File: config.mk
export PLATFORM = sky130hd
export DESIGN_NAME = keypad_alu
export DESIGN_NICKNAME = d
export VERILOG_FILES = /design/src/rtl/keypad_alu.sv
export SDC_FILE = /design/constraint.sdc
export NUM_CORES = 1
export LEC_CHECK = 0
export CAP_MARGIN = 10
export CORE_MARGIN = 4
export CORE_UTILIZATION = 50
export CTS_CLUSTER_SIZE = 40
export DETAILED_ROUTE_END_ITERATION = 8
export PLACE_DENSITY_LB_ADDON = 0.12
export SYNTH_ARGS = -nofsm -noshare
export SYNTH_HDL_FRONTEND = slang
export SYNTH_SLANG_ARGS = --single-unit
File: constraint.sdc
create_clock -name clk -period 12.35 [get_ports clk]
set_clock_uncertainty 0.05 [all_clocks]
set_input_delay 2.47 -clock clk [delete_from_list [all_inputs] [get_ports clk]]
set_output_delay 2.47 -clock clk [all_outputs]
set_load 0.005 [all_outputs]
File: src/rtl/keypad_alu.sv
// Keypad-driven calculator: scans a 4x4 active-low matrix, debounces presses by
// edge-detecting the scanned key vector, and runs a small integer ALU FSM on the keys.
module keypad_alu #(
  parameter int N        = 8,
  parameter int SCAN_DIV = 300_000
) (
  input  logic           clk,
  input  logic           clr,
  input  logic [3:0]     row,
  output logic [3:0]     col,
  output logic [2*N-1:0] q,
  output logic [3:0]     key_code,
  output logic           key_valid,
  output logic [2:0]     state
);

  localparam int CNT_W = (SCAN_DIV > 1) ? $clog2(SCAN_DIV) : 1;
  localparam logic [CNT_W-1:0] CNT_LAST = CNT_W'(SCAN_DIV - 1);

  typedef enum logic [2:0] {
    ENTER_A = 3'd0,
    ADD     = 3'd1,
    SUB     = 3'd2,
    MUL     = 3'd3,
    DIV     = 3'd4,
    EQUALS  = 3'd6
  } st_t;

  logic [CNT_W-1:0] scan_cnt;
  logic [1:0]       col_idx;
  logic [15:0]      keys_p0;
  logic [15:0]      keys_p1;
  logic             press_p0;
  logic [N-1:0]     opa;
  logic [N-1:0]     opb;
  st_t              st;

  function automatic logic [3:0] enc(input logic [15:0] k);
    enc = 4'd0;
    for (int i = 0; i < 16; i++)
      if (k[i]) enc = 4'(i);
  endfunction

  // Decimal entry; a digit that would overflow N bits leaves the operand untouched.
  function automatic logic [N-1:0] acc_digit(input logic [N-1:0] cur, input logic [3:0] d);
    logic [N+3:0] t;
    t = ({4'b0, cur} << 3) + ({4'b0, cur} << 1) + {{N{1'b0}}, d};
    acc_digit = (t[N+3:N] != 4'd0) ? cur : t[N-1:0];
  endfunction

  function automatic logic [2*N-1:0] sat_sub(input logic [N-1:0] a, input logic [N-1:0] b);
    sat_sub = (a < b) ? '1 : {{N{1'b0}}, a - b};
  endfunction

  function automatic logic [2*N-1:0] sat_div(input logic [N-1:0] a, input logic [N-1:0] b);
    sat_div = (b == '0) ? '1 : {{N{1'b0}}, a / b};
  endfunction

  function automatic logic [2*N-1:0] alu(input st_t op, input logic [N-1:0] a, input logic [N-1:0] b);
    case (op)
      ADD:     alu = {{N{1'b0}}, a} + {{N{1'b0}}, b};
      SUB:     alu = sat_sub(a, b);
      MUL:     alu = {{N{1'b0}}, a} * {{N{1'b0}}, b};
      DIV:     alu = sat_div(a, b);
      default: alu = {{N{1'b0}}, a};
    endcase
  endfunction

  assign col      = ~(4'b0001 << col_idx);
  assign state    = st;
  assign press_p0 = (keys_p0 != 16'd0) && (keys_p1 == 16'd0);

  // Stage 0: column scan and key-vector latch; stage 1: press edge detect
  always_ff @(posedge clk or posedge clr) begin
    if (clr) begin
      scan_cnt  <= '0;
      col_idx   <= 2'd0;
      keys_p0   <= 16'd0;
      keys_p1   <= 16'd0;
      key_valid <= 1'b0;
      key_code  <= 4'd0;
    end else begin
      if (scan_cnt == CNT_LAST) begin
        scan_cnt                       <= '0;
        col_idx                        <= col_idx + 2'd1;
        keys_p0[{col_idx, 2'b00} +: 4] <= ~row;
      end else begin
        scan_cnt <= scan_cnt + 1'b1;
      end
      keys_p1   <= keys_p0;
      key_valid <= press_p0;
      if (press_p0) key_code <= enc(keys_p0);
    end
  end

  // Stage 2: calculator FSM consumes accepted keys
  always_ff @(posedge clk or posedge clr) begin
    if (clr) begin
      st  <= ENTER_A;
      opa <= '0;
      opb <= '0;
      q   <= '0;
    end else begin
      case (st)
        ENTER_A: begin
          if (key_valid) begin
            if (key_code <= 4'd9) opa <= acc_digit(opa, key_code);
            else begin
              case (key_code)
                4'hA: st <= ADD;
                4'hB: st <= SUB;
                4'hC: st <= MUL;
                4'hD: st <= DIV;
                4'hF: begin
                  q  <= {{N{1'b0}}, opa};
                  st <= EQUALS;
                end
                default: ;
              endcase
            end
          end
        end
        ADD, SUB, MUL, DIV: begin
          if (key_valid) begin
            if (key_code <= 4'd9) opb <= acc_digit(opb, key_code);
            else if (key_code == 4'hF) begin
              q  <= alu(st, opa, opb);
              st <= EQUALS;
            end
          end
        end
        EQUALS: ;
        default: st <= ENTER_A;
      endcase
    end
  end

endmodule

==> results.sh <==
export IMPL_status="complete, no violations"
export IMPL_root_buffer="clkbuf_16"
export IMPL_fmax_mhz=86.41
export IMPL_grt_pass1_vias=7110
export IMPL_dp_hpwl_um=18110
export IMPL_wl_um=23560
export IMPL_cts_sinks=93
export IMPL_start_kind="flop"
export IMPL_core_sq_mm=0.01748
export IMPL_leakage_nw=4.855
export IMPL_synth_area_leaders="dfrtp_1, ha_1, fa_1"
export IMPL_crit_path_frequent_cell="ha_1"
export IMPL_synth_edf_count=0
export IMPL_drive_above_1_share=0.07407
export IMPL_clock_path_buffers=2
export IMPL_synthDistinctLibCells=78
export IMPL_io_buffers=33
export IMPL_area_growth_pct=10.27
export IMPL_drt_iter0_markers=413
export IMPL_tightest_slew_ns=0.6959
export IMPL_cts_buffers=9
export IMPL_dp_cells=1234
export IMPL_final_cell_area_sq_mm=0.009952
export IMPL_yosysMostFrequentCell="ha_1"
export IMPL_antenna_cells=0
export IMPL_min_path_type="reg -> reg"
export IMPL_firstDrtPassIters=5
export IMPL_ctsHtreeMaxLevel=3
export IMPL_antenna_found_initial=0
export IMPL_place_area_sq_mm=0.009643
export IMPL_comb_power_share=0.014
export IMPL_die_area_sq_mm=0.02026
export IMPL_cts_tree="done"
export IMPL_pre_cts_ws_ns=0.6424
export IMPL_final_nets=1196
export IMPL_num_io_pins=34
export IMPL_min_period_ns=11.57
export IMPL_vias=7361
export IMPL_routed_via_density=5.884
export IMPL_overflow=0
export IMPL_grt_pass1_wl_um=37960
export IMPL_peakVddDrop_uv=71.06
export IMPL_internal_power_mw=0.4494
export IMPL_synth_common_cells="ha_1, nand2_1, inv_1"
export IMPL_fill_cells=1592
export IMPL_ff2ff_setup_slack_ns=0.78
export IMPL_dieWidth_um=142.4
export IMPL_synth_top_cell_area_share=0.2579
export IMPL_ys_seq_area_frac=0.2579
export IMPL_switching_share=0.2370
export IMPL_grt_max_degree=58
export IMPL_p_switching_mw=0.1396
export IMPL_crit_fanout=14
export IMPL_ys_async_sr_fraction=1.000
export IMPL_cpMaxStageDelayCell="dfrtp_1"
export IMPL_syn_nets=1161
export IMPL_p_clk_frac=0.469
export IMPL_initial_utilization=0.5164
export IMPL_antenna_left=0
export IMPL_worstSkewPairLatency_ns=0.36
export IMPL_rsz0062_at_grt="false"
export IMPL_setup_viol=0
export IMPL_critPathRequiredTime_ns=12.51
export IMPL_cp_arrival_ns=11.73
export IMPL_syn_area_sq_mm=0.009025
export IMPL_synth_top_flop_cell="dfrtp_1"
export IMPL_die_height_um=142.4
export IMPL_yosys_warnings=0
export IMPL_synth_top_area_cell="dfrtp_1"
export IMPL_setup_slack_ns=0.7768
export IMPL_gp_congestion=0.9529
export IMPL_slew_headroom=0.5361
export IMPL_fin_crit_sh=0.9371
export IMPL_drc_errors=0
export IMPL_fin_cells=1251
export IMPL_hold_viol=0
export IMPL_syn_inst=986
export IMPL_ys_ff_latch=93
export IMPL_maxCapViolCount=0
export IMPL_tns_ns=0
export IMPL_critPathMaxStageDelay_ns=0.63
export IMPL_rows=48
export IMPL_power_share_sequential=0.517
export IMPL_avgSynthCellArea_sq_um=9.153
export IMPL_hold_buffers=0
export IMPL_powerDensity_mw_per_mm2=59.18
export IMPL_cp_end_kind="flop"
export IMPL_final_max_slew_violation_count=0
export IMPL_clk_pin_slew_ns=0.07
export IMPL_grt_use_total=0.2389
export IMPL_path_class="reg -> reg"
export IMPL_wl_per_cell_um=18.84
==> power groups by stage <==
stage | logic (mW) | clock network [mW] | registers [mW]
2_1_floorplan | 0.00443 | 0 | 0.310
3_3_place_gp | 0.00894 | 0 | 0.310
3_5_place_dp | 0.00892 | 0 | 0.310
4_1_cts | 0.00894 | 0.283 | 0.304
5_1_grt | 0.00975 | 0.294 | 0.304
6_report | 0.00840 | 0.276 | 0.304
==> final timing paths <==
path / start / endpoint / cells past startpoint
worst max-delay path: opb[0]$_DFFE_PP0P_ / q[0]$_DFFE_PP0P_ / 46
worst min-delay path: keys_p0[0]$_DFFE_PP0P_ / keys_p1[0]$_DFF_PP0_ / 0
worst max register to register: opb[0]$_DFFE_PP0P_ / q[0]$_DFFE_PP0P_ / 46
worst min register to register: keys_p0[0]$_DFFE_PP0P_ / keys_p1[0]$_DFF_PP0_ / 0
max in group asynchronous: clr / q[2]$_DFFE_PP0P_ / 3
min in group asynchronous: clr / scan_cnt[0]$_DFF_PP0_ / 2
==> layout by cell type, fill, tap and decap left out, types with 17 or more instances in the layout <==
| master | Yosys | final |
|---|---|---|
| ha_1 | 127 | 127 |
| nand2_1 | 100 | 100 |
| inv_1 | 98 | 97 |
| dfrtp_1 | 93 | 93 |
| nor2_1 | 73 | 73 |
| a21oi_1 | 54 | 54 |
| o21ai_0 | 45 | 45 |
| fa_1 | 42 | 42 |
| xnor2_1 | 33 | 33 |
| clkdlybuf4s50_1 | 0 | 33 |
| a21o_1 | 21 | 21 |
| nor3_1 | 20 | 20 |
| xor2_1 | 19 | 19 |
| o31ai_1 | 19 | 19 |
| buf_4 | 1 | 17 |
==> per-stage QoR <==
stage	util	total power, mW	hold WS, ns
6_report	0.5694	0.5890	0.3681
5_1_grt	0.5694	0.6084	0.3787
4_1_cts	0.5689	0.5958	0.3686
3_5_place_dp	0.5518	0.3192	0.3534
3_3_place_gp	0.5518	0.3192	0.3537
2_1_floorplan	-	0.3147	0.3246
==> logic make-up (layout without fill, tap and decap cells) <==
logic type      count (synthesis)  count (layout)  synth area share
compound gates                240             240            0.1836
xor+xnor                       52              52           0.05046
fa+ha+maj                     169             169            0.2692
buf+inv                       126             166           0.05435
flops                          93              93            0.2579
mux                            32              32           0.03923
simple gates                  274             274            0.1453
==> cell type report <==
| class | instances | area [sq um] | share of cell area |
|---|---|---|---|
| Clock buffer | 9 | 225.2 | 0.02263 |
| Multi-Input combinational cell | 767 | 6208 | 0.6238 |
| Timing Repair Buffer | 50 | 457.9 | 0.04601 |
| Inverter | 100 | 376.6 | 0.03784 |
| Clock inverter | 7 | 75.07 | 0.007543 |
| Tap cell | 225 | 281.5 | 0.02829 |
| Sequential cell | 93 | 2327 | 0.2338 |
==> metal layers <==
layer / wire length [um] / share of wire / vias to the layer above / GRT usage
met3: 1163 / 0.049 / 46 / 0.03797
met5: 0 / 0 / - / 0
met2: 10840 / 0.46 / 182 / 0.3886
met1: 10930 / 0.46 / 3580 / 0.3303
li1: - / - / 3553 / -
met4: 625 / 0.027 / 0 / 0.07204
==> registers in the layout, indices dropped and copies added, names as in the netlist <==
register,flops
keys_p1,16
state,3
opb,8
scan_cnt,19
opa,8
q,16
key_code,4
col_idx,2
keys_p0,16
key_valid,1
==> worst max-delay path: cells and delay by family (launching register included) <==
family | cells | cell delay, ns
simple gates | 5 | 1.05
compound gates | 25 | 5.19
buf+inv | 3 | 0.47
fa+ha+maj | 8 | 2.33
mux | 5 | 1.70
flops | 1 | 0.63
==> timing repair <==
item                                   4_1_cts  5_1_grt
endpoints found under the hold margin        0        0
gates resized for setup                      0        1
buffers inserted                             0        1
setup endpoints to repair                    0        1
(Power assumes the default switching activity.)
==> variant 1: new RTL, config.mk and constraints unchanged <==
Take the reset off `keys_p1` and load it in a clocked block of its own.
--- a/src/rtl/keypad_alu.sv
+++ b/src/rtl/keypad_alu.sv
@@ -78,3 +78,2 @@
       keys_p0   <= 16'd0;
-      keys_p1   <= 16'd0;
       key_valid <= 1'b0;
@@ -89,3 +88,2 @@
       end
-      keys_p1   <= keys_p0;
       key_valid <= press_p0;
@@ -93,2 +91,6 @@
     end
+  end
+
+  always_ff @(posedge clk) begin
+    keys_p1 <= keys_p0;
   end
Behaviour: no difference found for any inputs over 10 cycles, from zero or initial values; that may be too few to reach the edited logic, so the function may still have changed.
==> variant 1 against the original RTL <==
- power is 0.59% lower
- area after synthesis is 0.89% lower
- sequential cell count stayed put
- worst setup slack worse by 46 ps
- count of clock-buffer cells in the layout stayed put
- hold slack worse by 15 ps
- die area is 0.84% lower
- routed wire length is 0.58% higher
- design area is 0.88% lower
- highest routed layer is now met5
- sequential power hardly changed
==> variant 1: results (changes against the original RTL) <==
Status
  • Outcome: completed

Global route
  • First-pass GRT wire length: 38.9 mm (+2.4%)
  • Met3 usage in global routing: 4.58% (+0.79 points)
  • Met1 Use GR: 33.1% (+0.078 points)
  • GR Util met2: 39.7% (+0.81 points)
  • Total GRT Usage: 24.3% (+0.42 points)
  • Vias in the first global route: 7298 (+2.6%)

Critical path
  • FF-to-FF path depth: 45 (-2.2%)
  • Critical path's largest stage delay: 520 ps (-110 ps)
  • FF-to-FF setup slack: 730 ps (-50 ps)

Detailed routing
  • WL/cell: 19.0 um (+0.66%)
  • Initial drt markers: 345 (-16%)
  • DR vias/cell: 5.83 (-0.84%)
  • Met2 WL post-DR: 11.1 mm (+2.4%)
  • Top layer in use: met5
  • Wl on met1: 10.8 mm (-0.82%)
  • DR WL met3: 1.31 mm (+12%)

Power
  • Leakage power: 4.84 nW (-0.30%)
  • Peak supply drop: 0.0964 mV (+36%)
  • Switch share: 23.4% (-0.34 points)

STA
  • Hold slack: 353 ps (-15.0 ps)
  • Max_slew headroom: 34.1% (-19 points)

Yosys
  • Top cells by count, synth: 127 x ha_1, 100 x nand2_1, 98 x inv_1
  • FFs w/ async S/R, synth: 82.8% (-17 points)
  • Synth area leaders: dfrtp_1 22%, ha_1 18%, fa_1 9.4%, nand2_1 4.2%, inv_1 4.1%

Worst hold path
  • Hold EP: keys_p1[0]

Finish
  • Area delta synth->final: 10.3% (about the same)

Place
  • Placer Congestion: 0.959 (+0.66%)
  • DP HPWL: 18.2 mm (+0.67%)

Floorplanning
  • Die area: 20100 um2 (-0.84%)
  • Placeable Area: 17400 um2 (-0.34%)
variant 1: cell count changes in the layout (fill, tap and decap cells not counted), sizes merged:
cell | before | now
buf | 17 | 16
clkinvlp | 1 | 0
inv | 101 | 102
dfrtp | 93 | 77
dfxtp | 0 | 16
variant 1: metrics by stage:
step / utilization, % / cells / instance area [um2] / setup slack (ps)
after floorplan: - / 986 / 8940 / 1900
after global placement: 54.8 / 1232 / 9550 / 951
after detailed placement: 54.8 / 1232 / 9550 / 561
after CTS: 56.5 / 1248 / 9850 / 544
after global routing: 56.6 / 1250 / 9860 / 69.9
final: 56.6 / 1250 / 9860 / 731
variant 1: timing repair:
| item | 4_1_cts | 5_1_grt |
|---|---|---|
| hold buffers | 0 | 0 |
| setup endpoints to repair | 0 | 1 |
| setup buffers | 0 | 2 |
| gates resized for setup | 0 | 2 |
variant 1: cell families (layout without fill, tap and decap cells):
kind of cell             after synthesis  in the layout  share of synthesized area (%)
adder cells (fa/ha/maj)              169            169                           27.2
flip-flops                            93             93                           25.1
AO/OA/AOI/OAI                        240            240                           18.5
AND/OR/NAND/NOR                      274            274                           14.7
XOR/XNOR                              52             52                           5.09
buffers and inverters                126            165                           5.48
multiplexers                          32             32                           3.96
variant 1: final cells by class:
class / count / share of cell area [%]
clock buffers: 9 / 2.28
clock inverters: 7 / 0.748
inverters: 100 / 3.82
multi-input cells: 767 / 62.9
flip-flops and latches: 93 / 22.8
well taps: 225 / 2.85
repair buffers: 49 / 4.57
variant 1: worst max path at each step:
stage / end / cells past startpoint
after floorplan: q[0] / 46
final: q[0] / 45
after detailed placement: q[0] / 45
after global placement: q[0] / 43
after CTS: q[0] / 45
after global routing: q[0] / 46
==> variant 2: new RTL, same settings <==
Without the edit above. Change the parameter `SCAN_DIV` from 300_000 to 600_000.
--- a/src/rtl/keypad_alu.sv
+++ b/src/rtl/keypad_alu.sv
@@ -4,3 +4,3 @@
   parameter int N        = 8,
-  parameter int SCAN_DIV = 300_000
+  parameter int SCAN_DIV = 600_000
 ) (
Formal check against the unedited RTL: same outputs for any inputs over 10 cycles, from zero or initial values; that may be too few to reach the edited logic, so the function may still have changed.
==> variant 2 against the original RTL <==
- fmax grew 2.4%
- area after synthesis grew 3.0%
- power grew 2.0%
- worst setup slack gained 280 ps
- sequential cell count grew 1
- design area grew 2.7%
- routed wire length shrank 0.15%
- via count grew 3.5%
- critical path type unchanged
- critical endpoint unchanged
==> variant 2: results (changes against the original RTL) <==
Detailed routing
  • Initial drt markers: 561 (+36%)
  • DRT Pass-1 Iters: 5 (unchanged)
  • WL final: 23.5 mm (-0.15%)
  • WL/cell: 18.1 um (-3.7%)
  • Vias: 7620 (+3.5%)

Global route
  • Largest net degree at the start of global routing: 71 (+22%)
  • Total GRT Usage: 23.6% (-0.27 points)
  • Busiest grt layer: met2
  • Met3 usage in global routing: 3.37% (-0.42 points)
  • Vias in the first global route: 7456 (+4.9%)
  • Met1 Use GR: 34.9% (+1.9 points)
  • GR Util met2: 36.6% (-2.3 points)
  • First-pass GRT wire length: 38.8 mm (+2.3%)

Place
  • Pre-CTS WS: 679 ps (+36.7 ps)
  • Dpl cell area: 9900 um2 (+2.6%)
  • DP HPWL: 18.3 mm (+0.96%)
  • Placer Congestion: 0.923 (-3.2%)
  • Placed Cells: 1281 (+3.8%)

STA
  • Worst-Margin Slew: 855 ps (+159 ps)
  • Hold slack: 357 ps (-11.0 ps)

Status
  • Outcome: completed

Yosys
  • Post-synthesis compound-gate area fraction: 16.7% (-1.7 points)
  • Synth area leaders: dfrtp_1 25%, ha_1 17%, fa_1 9.0%, inv_1 4.2%, nor2_1 3.7%
  • Syn Inst Count: 1034 (+4.9%)
  • Post-Synth Adder-Cell Area: 26.2% (-0.77 points)
  • Part of the Yosys area used for sequential elements: 25.3% (-0.47 points)
  • Top cells by count, synth: 127 x ha_1, 104 x inv_1, 94 x dfrtp_1
  • Proportion of synthesized area in mux cells: 3.76% (-0.17 points)
  • Xor and xnor area share after synthesis: 5.28% (+0.23 points)
  • Synth unique cells: 80 (+2.6%)

Critical path
  • FF-to-FF path depth: 42 (-8.7%)
  • Reg2reg start: opb[7]
  • Worst EP arrival: 11480 ps (-250 ps)
  • FF-to-FF setup slack: 1050 ps (+280 ps)
  • CP max FO: 16 (+2)
  • Critical path's largest stage delay: 610 ps (-20 ps)

Clock tree
  • Clk Latency, worst-skew pair: 360 ps (about the same)
  • Clock slew at reported path FFs: approximately 80 ps
  • Clock root buffer: clkbuf_16
  • CTS buffer count: 9 (unchanged)

Finish
  • Most flops, register: scan_cnt
  • FILL cells: 1693 (+6.3%)
  • Nets: 1238 (+3.5%)
  • N_diodes: 0 (unchanged)
  • Largest register FFs: 20 (+1)
  • Layout cells sized above 1: 6.55% (-0.85 points)

Power
  • Peak supply drop: 0.0597 mV (-16%)
  • Leakage power: 4.92 nW (+1.3%)

Worst hold path
  • HP Start: keys_p0[0]
  • Hold EP: keys_p1[0]
-- variant 2: how the worst max path moves through the flow --
stage | cells past startpoint | slack, ps | from | to
finish | 42 | 1050 | opb[7] | q[0]
global route | 42 | 90 | opb[7] | q[0]
CTS | 42 | 630 | opb[7] | q[0]
detailed placement | 42 | 680 | opb[7] | q[0]
global placement | 42 | 990 | opb[7] | q[0]
floorplan | 45 | 2110 | opb[5] | q[0]
-- variant 2: logic make-up (layout without fill, tap and decap cells) --
| group | after synthesis | count (layout) |
|---|---|---|
| adder cells (fa/ha/maj) | 169 | 169 |
| AND/OR/NAND/NOR | 324 | 324 |
| buffers and inverters | 134 | 168 |
| XOR/XNOR | 56 | 56 |
| flip-flops | 94 | 94 |
| AO/OA/AOI/OAI | 227 | 227 |
| multiplexers | 30 | 30 |
-- variant 2: critical path, delay by kind of cell (launching register included) --
family	cells	cell delay, ps
muxes	4	1450
buffers and inverters	2	240
AOI/OAI and AO/OA	22	4600
and+or+nand+nor	7	1980
DFF	1	610
adders and majority gates	7	2240
-- variant 2: cell type report --
cell class	count	area (um2)	area share [%]
Timing Repair Buffer	48	443	4.33
Sequential cell	94	2350	23.0
Clock buffer	9	225	2.20
Clock inverter	7	86.3	0.845
Inverter	104	393	3.84
Tap cell	229	287	2.80
Multi-Input combinational cell	806	6430	63.0
-- variant 2: layer usage --
layer | up-vias | wire (um)
met4 | 0 | 456
li1 | 3724 | -
met1 | 3666 | 11500
met3 | 32 | 1140
met5 | - | 0
met2 | 198 | 10400
-- variant 2: power by group --
part           switching (mW)  total (mW)  internal, mW
clock                   0.140       0.285         0.145
combinational         0.00679     0.00847       0.00167
sequential                  0       0.307         0.307
-- variant 2: timing repair --
action / 4_1_cts / 5_1_grt
setup endpoints to repair: 0 / 1
resized for setup: 0 / 3
hold buffers: 0 / 0
hold endpoints to repair: 0 / 0
